===== src/rtl/knn_nat_master.sv =====
// knn_nat_master: native-bus initiator that programs the KNN register file for one job and reads back the label.
// Optional feature macro KNN_MASTER_TIMEOUT_EN: per-transaction m_ready timeout with sticky err.
module knn_nat_master #(
   parameter int ADDR_W  = 5,
   parameter int DATA_W  = 32,
   parameter int NPTS_W  = 8,
   parameter int TIMEOUT = 255
) (
   input  logic                clk,
   input  logic                rst,
   input  logic                start,
   input  logic [DATA_W-1:0]   test_x,
   input  logic [DATA_W-1:0]   test_y,
   input  logic [NPTS_W-1:0]   npts,
   input  logic                pt_valid,
   output logic                pt_ready,
   input  logic [DATA_W-1:0]   pt_x,
   input  logic [DATA_W-1:0]   pt_y,
   input  logic [DATA_W-1:0]   pt_label,
   output logic                busy,
   output logic                done,
   output logic [DATA_W-1:0]   xlabel,
   output logic                err,
   output logic                m_valid,
   output logic [ADDR_W-1:0]   m_address,
   output logic [DATA_W-1:0]   m_wdata,
   output logic [DATA_W/8-1:0] m_wstrb,
   input  logic [DATA_W-1:0]   m_rdata,
   input  logic                m_ready
);

   typedef enum logic [3:0] {
      S_IDLE, S_RST1, S_RST0, S_EN, S_WX, S_WY, S_FETCH,
      S_PX, S_PY, S_PL, S_RDL, S_FIN
   } state_t;

   state_t              state;
   state_t              next_bus;
   logic [DATA_W-1:0]   tx_r, ty_r, px_r, py_r, pl_r;
   logic [NPTS_W-1:0]   npts_r, cnt;
   logic [ADDR_W-1:0]   bus_addr;
   logic [DATA_W-1:0]   bus_data;

`ifdef KNN_MASTER_TIMEOUT_EN
   localparam int WAIT_W = $clog2(TIMEOUT + 1);
   logic [WAIT_W-1:0]   wait_cnt;
`else
   assign err = 1'b0;
`endif

   // Register address, write data and successor for each bus-issuing state.
   always_comb begin
      bus_addr = '0;
      bus_data = '0;
      next_bus = S_IDLE;
      case (state)
         S_RST1: begin bus_addr = ADDR_W'(0); bus_data = DATA_W'(1); next_bus = S_RST0;  end
         S_RST0: begin bus_addr = ADDR_W'(0); bus_data = '0;         next_bus = S_EN;    end
         S_EN:   begin bus_addr = ADDR_W'(1); bus_data = DATA_W'(1); next_bus = S_WX;    end
         S_WX:   begin bus_addr = ADDR_W'(2); bus_data = tx_r;       next_bus = S_WY;    end
         S_WY:   begin bus_addr = ADDR_W'(3); bus_data = ty_r;       next_bus = S_FETCH; end
         S_PX:   begin bus_addr = ADDR_W'(4); bus_data = px_r;       next_bus = S_PY;    end
         S_PY:   begin bus_addr = ADDR_W'(5); bus_data = py_r;       next_bus = S_PL;    end
         S_PL:   begin bus_addr = ADDR_W'(6); bus_data = pl_r;       next_bus = S_FETCH; end
         S_RDL:  begin bus_addr = ADDR_W'(7); bus_data = '0;         next_bus = S_FIN;   end
         default: ;
      endcase
   end

   always_ff @(posedge clk or negedge rst) begin
      if (!rst) begin
         state     <= S_IDLE;
         busy      <= 1'b0;
         done      <= 1'b0;
         pt_ready  <= 1'b0;
         xlabel    <= '0;
         m_valid   <= 1'b0;
         m_address <= '0;
         m_wdata   <= '0;
         m_wstrb   <= '0;
         tx_r      <= '0;
         ty_r      <= '0;
         px_r      <= '0;
         py_r      <= '0;
         pl_r      <= '0;
         npts_r    <= '0;
         cnt       <= '0;
`ifdef KNN_MASTER_TIMEOUT_EN
         err       <= 1'b0;
         wait_cnt  <= '0;
`endif
      end else begin
         pt_ready <= 1'b0;
         done     <= 1'b0;
         case (state)
            S_IDLE: begin
               if (start) begin
                  tx_r   <= test_x;
                  ty_r   <= test_y;
                  npts_r <= npts;
                  cnt    <= '0;
                  busy   <= 1'b1;
`ifdef KNN_MASTER_TIMEOUT_EN
                  err    <= 1'b0;
`endif
                  state  <= S_RST1;
               end
            end
            S_FETCH: begin
               if (cnt == npts_r) begin
                  state <= S_RDL;
               end else if (pt_valid) begin
                  pt_ready <= 1'b1;
                  px_r     <= pt_x;
                  py_r     <= pt_y;
                  pl_r     <= pt_label;
                  state    <= S_PX;
               end
            end
            S_FIN: state <= S_IDLE;
            default: begin
               // Each bus state issues on entry, then holds the request until m_ready.
               if (!m_valid) begin
                  m_valid   <= 1'b1;
                  m_address <= bus_addr;
                  m_wdata   <= bus_data;
                  m_wstrb   <= (state == S_RDL) ? '0 : '1;
`ifdef KNN_MASTER_TIMEOUT_EN
                  wait_cnt  <= '0;
`endif
               end else if (m_ready) begin
                  m_valid <= 1'b0;
                  state   <= next_bus;
                  if (state == S_PL)
                     cnt <= cnt + 1'b1;
                  if (state == S_RDL) begin
                     xlabel <= m_rdata;
                     busy   <= 1'b0;
                     done   <= 1'b1;
                  end
               end
`ifdef KNN_MASTER_TIMEOUT_EN
               else if (wait_cnt == WAIT_W'(TIMEOUT - 1)) begin
                  m_valid <= 1'b0;
                  err     <= 1'b1;
                  xlabel  <= '0;
                  busy    <= 1'b0;
                  done    <= 1'b1;
                  state   <= S_FIN;
               end else begin
                  wait_cnt <= wait_cnt + 1'b1;
               end
`endif
            end
         endcase
      end
   end

endmodule


===== config.mk =====
export PLATFORM = sky130hd
export DESIGN_NAME = knn_nat_master
export DESIGN_NICKNAME = d
export VERILOG_FILES = /design/src/rtl/knn_nat_master.sv
export SDC_FILE = /design/constraint.sdc
export NUM_CORES = 1
export LEC_CHECK = 0
export ABC_CLOCK_PERIOD_IN_PS = 2150
export CAP_MARGIN = 30
export CORE_MARGIN = 2
export CORE_UTILIZATION = 46
export DETAILED_ROUTE_END_ITERATION = 8
export PLACE_DENSITY = 0.76
export SYNTH_ARGS = -nofsm -noshare
export SYNTH_HDL_FRONTEND = slang
export SYNTH_SLANG_ARGS = --single-unit

===== constraint.sdc =====
create_clock -name clk -period 2.15 [get_ports clk]
set_input_delay 0.215 -clock clk [delete_from_list [all_inputs] [get_ports clk]]
set_output_delay 0.215 -clock clk [all_outputs]
set_load 0.05 [all_outputs]

Word-level counts from Yosys, hierarchy flattened
Cells that the tools add are included.
- register bits: 257
- bits of input ports: 205
- output and inout port bits: 78
- logic and storage cells: 82
- $add $sub $neg: 1
- eq/ne operators: 14
- mux-type cells: 29
- bitwise logic cells: 4
- reductions and logical operators: 18
- operators with widths (operator ; count):
    32-bit one-hot mux with 6 select lines ; 1
    8-bit two-way mux ; 4
    4-bit one-hot mux with 8 select lines ; 1
    4-bit two-way mux ; 6
    3-bit one-hot mux with 7 select lines ; 1
    4-bit by 3-bit == test with 1-bit output, second input constant ; 4
    4-bit == test, second input constant ; 4
    8-bit one-hot mux with 2 select lines ; 1
    1-bit two-way mux ; 13
    4-bit one-hot mux with 3 select lines ; 1
    5-bit AND reduction ; 2
    8-bit by 1-bit adder with 8-bit output, second input constant ; 1
    4-bit by 2-bit == test with 1-bit output, second input constant ; 2
    8-bit == test ; 1
    4-bit AND reduction ; 2
    2-bit nonzero test ; 4
    4-bit nonzero test ; 2
    2-bit OR reduction ; 3
    4-bit by 1-bit == test with 1-bit output, second input constant ; 1
    4-bit zero test ; 1
    1-bit inverter ; 4
    2-bit AND reduction ; 2
    3-bit != test, second input constant ; 1
    3-bit AND reduction ; 1
    3 further kinds ; 3

Longest topological paths before layout
Gate-level depths: netlist of run 1.
- depth in word-level cells: 6
- mapped depth: 8
- mapped depth without buffers: 5

Worst setup path after synthesis of run 1
Ideal clock, no wire load.
- path kind: register to register
- from: register m_valid
- to: register xlabel[0]
- library setup time: 0.125 ns
- arrival time: 1.811 ns
- data required time: 2.025 ns
- slack: 0.215 ns
- stages on the path, launching flop included: 5
- path buffers: 1
- clock period less this slack: 1.935 ns
- path through: dfrtp_1 -> nand2_1 -> nor3_2 -> buf_4 -> mux2_2
- longest elaborated chain between the ends: 1
- RTL lines (what ; line ; text):
    from (decl) ; 24 ; output logic m_valid,
    from (signal assigned) ; 77 ; m_valid <= 1'b0;
    from (signal assigned) ; 124 ; m_valid <= 1'b1;
    from (signal assigned) ; 132 ; m_valid <= 1'b0;
    4-bit AND reduction (no source line) ; - ;
    to (signal assigned) ; 137 ; xlabel <= m_rdata;
    to (decl) ; 22 ; output logic [DATA_W-1:0] xlabel,
Every way passes these cells.
A chain may end at the register's enable or synchronous reset.

Worst setup path in the final report of run 1
- from: register m_wstrb[2]
- to: output m_wstrb[2]
- RTL lines (what ; line ; text):
    from (decl) ; 27 ; output logic [DATA_W/8-1:0] m_wstrb,
    from (signal assigned) ; 127 ; m_wstrb <= (state == S_RDL) ? '0 : '1;
No word-level cell between the ends.

==> impl_metrics.ini, run 1 <==
[setup_path]
crit_slowest_cell = clkdlybuf4s50_1
start_kind = flop
setup.worst_path.end_class = output port
arrival_ps = 1860
critPathBufInv = 1
crit_fanout = 7
crit_chain = clkdlybuf4s50_1
criticalPathCategory = reg2out
cpPeakStageDelay_ps = 860
path_delay_family = buffers and inverters
critPathRequiredTime_ps = 1930

[grt]
grt_max_degree = 72
antenna_found_initial = 1
grt_pass1_wl_mm = 49.41
grt_pass1_vias = 8926
gr-total-overflow = 0
grt_usage_pct = 24.33

[clock_tree]
cts.sinks = 252
ctsHtreeMaxLevel = 1
cts_made_buffers = 27
cts_tree = done
clk_pin_slew_worst_paths_ps = 60
insertion_delay_ps = 530
cts_buffer_depth = 3
cts-root-buf = clkbuf_16

[layout]
stdcell_area_sq_um = 15510
finish.utilization_pct = 64.34
drive_gt1_share_pct = 19.51
nets = 1453
area_growth_pct = 38.58
fillers = 1895

[synthesis]
synthFlopType = dfrtp_1
synth_fa_ha_area_share_pct = 0.1118
synth_area_sq_um = 11190
synthXorXnorAreaFrac_pct = 1.174
synth_simple_gate_area_share_pct = 12.67
ys_types = 62
synth_top_family_by_area = multiplexers
synth.avg_cell_area_sq_um = 11.51
ys_ff_latch = 252
synth-async-reset-ratio_pct = 100.0
synth_mux_area_share_pct = 15.45
yosysWarningCount = 0
synth_compound_area_share_pct = 10.51
synth-seq-area-share_pct = 56.35
syn_inst = 972
synth_edf_count = 0

[sta]
fin_skew_ps = 7.437
fmax_ghz = 0.4814
whs_ps = 209.9
period_share_pct = 96.62
hold_viol = 0
worst_pin_slew_ps = 807.9
slew_viol_final = 0
rsz0062_at_grt = false
tns_ps = 0
relSlewSlack_pct = 46.14
setup_viol = 0
fin_crit_ps = 2077

[run]
drv_cap = 0

[floorplanning]
coreArea_sq_um = 24110
dieArea_sq_um = 25590
die_width_um = 160.0
initial_core_util_pct = 46.42
ios = 283
rows = 57
die_y_um = 160.0

[routing]
post_drt_wl_per_cell_um = 19.73
vias = 8630
drtIter0Drc = 696
wl_mm = 31.39
ant_nets = 0
drc_errors = 0
drt_first_pass_iters = 8
viasPerCell = 5.424

[placement]
gp_congestion = 0.8342
dpl.hpwl_mm = 21.20
port_buffers = 279
dpl_cell_area_sq_um = 14490

[status]
status = finished clean

[power_and_ir_drop]
leakage_nw = 6.986
p_per_area_nw_per_um2 = 1468
ir_worst_vdd_mv = 0.7048
finalPower_mw = 22.77

[hold_path]
hold_path.class = in2async
## cell families after synthesis
group | Yosys count
simple gates | 329
flops | 252
compound gates | 147
mux | 147
buf+inv | 80
xor+xnor | 15
fa+ha+maj | 1
other cells | 1
## per-stage QoR
stage | worst slack, ps | cells
after floorplan | 214.5 | 974
after global placement | 132.2 | 1539
after detailed placement | 45.12 | 1539
after CTS | 52.35 | 1590
after global routing | 22.38 | 1590
final | 72.71 | 1591
## placed cells by master (no fill, tap or decap), types with 3 or more instances in the layout
| cell type | n |
|---|---|
| nand2_1 | 282 |
| clkdlybuf4s50_1 | 277 |
| dfrtp_1 | 250 |
| mux2_2 | 122 |
| a22o_1 | 34 |
| a22oi_1 | 30 |
| clkbuf_16 | 27 |
| buf_4 | 24 |
| mux2_4 | 20 |
| o211ai_1 | 19 |
| a222oi_1 | 19 |
| buf_12 | 15 |
| xor2_1 | 14 |
| nor2_1 | 12 |
| o21ai_0 | 12 |
| a21oi_1 | 6 |
| clkbuf_8 | 6 |
| inv_1 | 5 |
| bufinv_16 | 5 |
| clkbuf_1 | 5 |
| and4bb_2 | 4 |
| nor3_1 | 4 |
| mux2_1 | 4 |
| nor4_4 | 3 |
| nand2b_1 | 3 |
| nand3_1 | 3 |
| o21a_1 | 3 |
| o221ai_1 | 3 |
| conb_1 | 3 |
## final timing paths
path                                      endpoint  slack (ps)                    from  depth (start not counted)
max reg2reg                m_wdata[17]$_DFFE_PN0P_         110    state[1]$_DFFE_PN0P_                          7
min in group clk              tx_r[31]$_DFFE_PN0P_         210              test_x[31]                          3
max in group asynchronous     pl_r[13]$_DFFE_PN0P_        1220                     rst                          3
min reg2reg                   tx_r[20]$_DFFE_PN0P_         470    tx_r[20]$_DFFE_PN0P_                          2
min                           ty_r[19]$_DFFE_PN0P_         210                     rst                          2
max                                     m_wstrb[2]          70  m_wstrb[2]$_DFFE_PN0P_                          1
## repair_timing
action,4_1_cts,5_1_grt
hold buffers,1,0
resized for setup,1,4
cloned,0,0
setup endpoints to repair,2,16
endpoints found under the hold margin,51,0
setup buffers,2,0
pin swaps,1,0
## metal layers
layer / global-route usage, % / share of wire, %
met1: 31.24 / 41
met2: 41.16 / 49
met3: 5.247 / 7.3
met4: 8.190 / 3.3
met5: 0 / 0
## area by class of cell
cell class                      instances  area [sq um]  share of cell area, %
Tap cell                              324         405.4                  2.614
Clock buffer                           38         777.0                  5.010
Clock inverter                         10         183.9                  1.186
Timing Repair Buffer                  319          3287                  21.19
Sequential cell                       252          6309                  40.68
Inverter                                5         18.77                 0.1210
Antenna cell                            1         2.502                0.01614
Multi-Input combinational cell        642          4526                  29.18
## synthesized netlist by cell type (2+ instances only)
master / n / area (sq um)
and4_1: 2 / 17.52
xor2_1: 14 / 122.6
a22oi_1: 30 / 225.2
and2_1: 2 / 12.51
o32ai_1: 2 / 17.52
nor3b_2: 3 / 37.54
nand2b_1: 3 / 18.77
a22o_1: 34 / 297.8
a222oi_1: 19 / 190.2
mux2_1: 4 / 45.04
and4bb_2: 3 / 37.54
nor4_4: 2 / 42.54
buf_1: 2 / 7.510
a21oi_1: 6 / 30.03
buf_4: 12 / 90.09
nor3_1: 4 / 20.02
o221ai_1: 3 / 26.28
clkbuf_1: 21 / 78.83
dfrtp_1: 252 / 6306
mux2_2: 122 / 1374
mux2_4: 20 / 300.3
o21ai_0: 12 / 60.06
buf_6: 3 / 33.78
buf_2: 37 / 185.2
a21o_1: 2 / 15.01
nor2_1: 12 / 45.04
o21a_1: 3 / 22.52
o211ai_1: 19 / 142.6
nand3_1: 3 / 15.01
inv_1: 5 / 18.77
a211o_1: 2 / 17.52
and3_1: 2 / 12.51
nand2_1: 283 / 1062
## flip-flops by register name, indices dropped and copies added, names as in the netlist, 3 cells and up
register and flops:
py_r 32, cnt 8, ty_r 32, pl_r 32
m_address 3, px_r 32, npts_r 8, xlabel 32
m_wdata 32, state 4, tx_r 32
## power by group
group	internal [mW]	switching, mW	leakage (nW)	total, mW
sequential	6.81	1.31	3.18	8.13
combinational	4.35	5.31	3.34	9.66
clock	3.11	1.88	0.465	4.98
total	14.3	8.50	6.99	22.8
## worst register-to-register path: stages (launching register included)
cell	delay [ps]
dfrtp_2	490
buf_4	210
buf_4	200
nor4b_4	310
buf_4	370
a222oi_1	150
nand2_1	120
a22o_1	140
Power figures use the tool's default switching activity.
==> run 2, diff against run 1 <==
Settings changed: ABC_AREA from default to 1, SKIP_CTS_REPAIR_TIMING from default to 1.
==> impl_metrics.ini, run 2 <==
[status]
status = finished clean

[setup_path]
criticalPathCategory = reg2out
r2r_slack_ps = 300
cpPeakStageDelay_ps = 880
critPathRequiredTime_ps = 1930
crit_chain = clkdlybuf4s50_1
startpoint = m_valid$_DFFE_PN0N_
critPathBufInv = 1
rr_endpoint = m_wdata[27]$_DFFE_PN0P_
crit_fanout = 5
crit_slowest_cell = clkdlybuf4s50_1
setup.worst_path.end_class = output port
reg2reg_depth = 9
r2r_start = state[0]$_DFFE_PN0P_
path_delay_family = buffers and inverters
arrival_ps = 1860
start_kind = flop

[clock_tree]
ctsHtreeMaxLevel = 1
cts.sinks = 252
cts_buffer_depth = 3
insertion_delay_ps = 530
cts_tree = done
cts_made_buffers = 27
cts-root-buf = clkbuf_16
clk_pin_slew_worst_paths_ps = 60

[grt]
grt_usage_pct = 24.01
grt_pass1_vias = 9188
antenna_found_initial = 1
grt_pass1_wl_mm = 49.42
gr-total-overflow = 0
grt_max_degree = 119

[synthesis]
synth.top_cell.area_share_pct = 56.11
yosysWarningCount = 0
synth_top_area_cell = dfrtp_1
synthFlopType = dfrtp_1
yosys-top-cells-area = dfrtp_1 (56%), nand2_1 (14%), mux2_4 (4.7%)
yosys-top-cells-count = nand2_1 (410), dfrtp_1 (252), inv_1 (121)
synth.avg_cell_area_sq_um = 9.027
ys_ff_latch = 252
syn_inst = 1245
synth.most_common_cell = nand2_1
synth_edf_count = 0
synth-seq-area-share_pct = 56.11
synth_area_sq_um = 11240
synth-async-reset-ratio_pct = 100.0
ys_types = 34

[layout]
nets = 1721
drive_gt1_share_pct = 10.37
finish.utilization_pct = 62.89
area_growth_pct = 35.29
stdcell_area_sq_um = 15200
final_cell_mix = nand2_1 (409), clkdlybuf4s50_1 (278), dfrtp_1 (252)
final-instance-count-excl-fill = 1858
mostFrequentLayoutCell = nand2_1

[sta]
hold_viol = 0
fin_skew_ps = 11.55
setup_viol = 0
tns_ps = 0
period_share_pct = 96.58
whs_ps = 220.8
fin_ws_ps = 73.62
fin_crit_ps = 2076
slew_viol_final = 0
worst_pin_slew_ps = 685.1
relSlewSlack_pct = 54.28
fmax_ghz = 0.4816
rsz0062_at_grt = false

[floorplanning]
ios = 283
rows = 57
dieArea_sq_um = 25700
die_width_um = 160.3
die_y_um = 160.3
coreArea_sq_um = 24180
initial_core_util_pct = 46.48

[placement]
dp_cells = 1809
dp_slack_ps = 315.2
dpl.hpwl_mm = 21.32
dpl_cell_area_sq_um = 14370
port_buffers = 279
gp_congestion = 0.8129

[routing]
drtIter0Drc = 688
drt_first_pass_iters = 5
post_drt_wl_per_cell_um = 16.61
drc_errors = 0
vias = 9288
wl_mm = 30.87
ant_nets = 0
viasPerCell = 4.999

[run]
drv_cap = 0

[hold_path]
hold_path.class = in2async

[power_and_ir_drop]
finalPower_mw = 21.94
p_per_area_nw_per_um2 = 1443
ir_worst_vdd_mv = 0.8578
leakage_nw = 7.184
-- run 2: layout make-up --
type	count	area, sq um
clock inverters	11	76.32
clock buffers	36	749.5
diodes	1	2.502
flip-flops and latches	252	6306
fillers	1939	8972
multi-input cells	798	4048
inverters	130	489.2
repair buffers	306	3128
well taps	324	405.4
-- run 2: kinds of logic (layout without fill, tap and decap cells) --
family | Yosys count | count (layout) | share of synthesized area (%)
AO/OA/AOI/OAI | 234 | 234 | 11.63
multiplexers | 48 | 48 | 5.979
XOR/XNOR | 3 | 3 | 0.2338
AND/OR/NAND/NOR | 509 | 509 | 17.78
flip-flops | 252 | 252 | 56.11
adder cells (fa/ha/maj) | 1 | 1 | 0.1113
buffers and inverters | 197 | 483 | 8.116
other | 1 | 4 | 0.03337
-- run 2: report_power, final --
group | switching (mW) | total [mW] | internal [mW]
Clock | 1.91 | 4.37 | 2.45
Combinational | 5.89 | 9.54 | 3.65
Sequential | 1.05 | 8.03 | 6.98
-- run 2: worst max-delay path by stage --
stage | end | slack, ps | cells past startpoint
floorplan | tx_r[0]$_DFFE_PN0P_ | 560 | 7
global placement | m_wdata[2]$_DFFE_PN0P_ | 340 | 9
detailed placement | m_wdata[7]$_DFFE_PN0P_ | 320 | 9
CTS | m_valid | 70 | 1
global route | m_valid | 50 | 1
finish | m_valid | 70 | 1
-- run 2: routing by layer --
| layer | routed length (um) | track usage, % | vias up |
|---|---|---|---|
| met2 | 14650 | 39.79 | 307 |
| li1 | - | - | 4471 |
| met5 | 0 | 0 | - |
| met4 | 537 | 5.856 | 0 |
| met1 | 13780 | 33.55 | 4468 |
| met3 | 1894 | 3.667 | 42 |
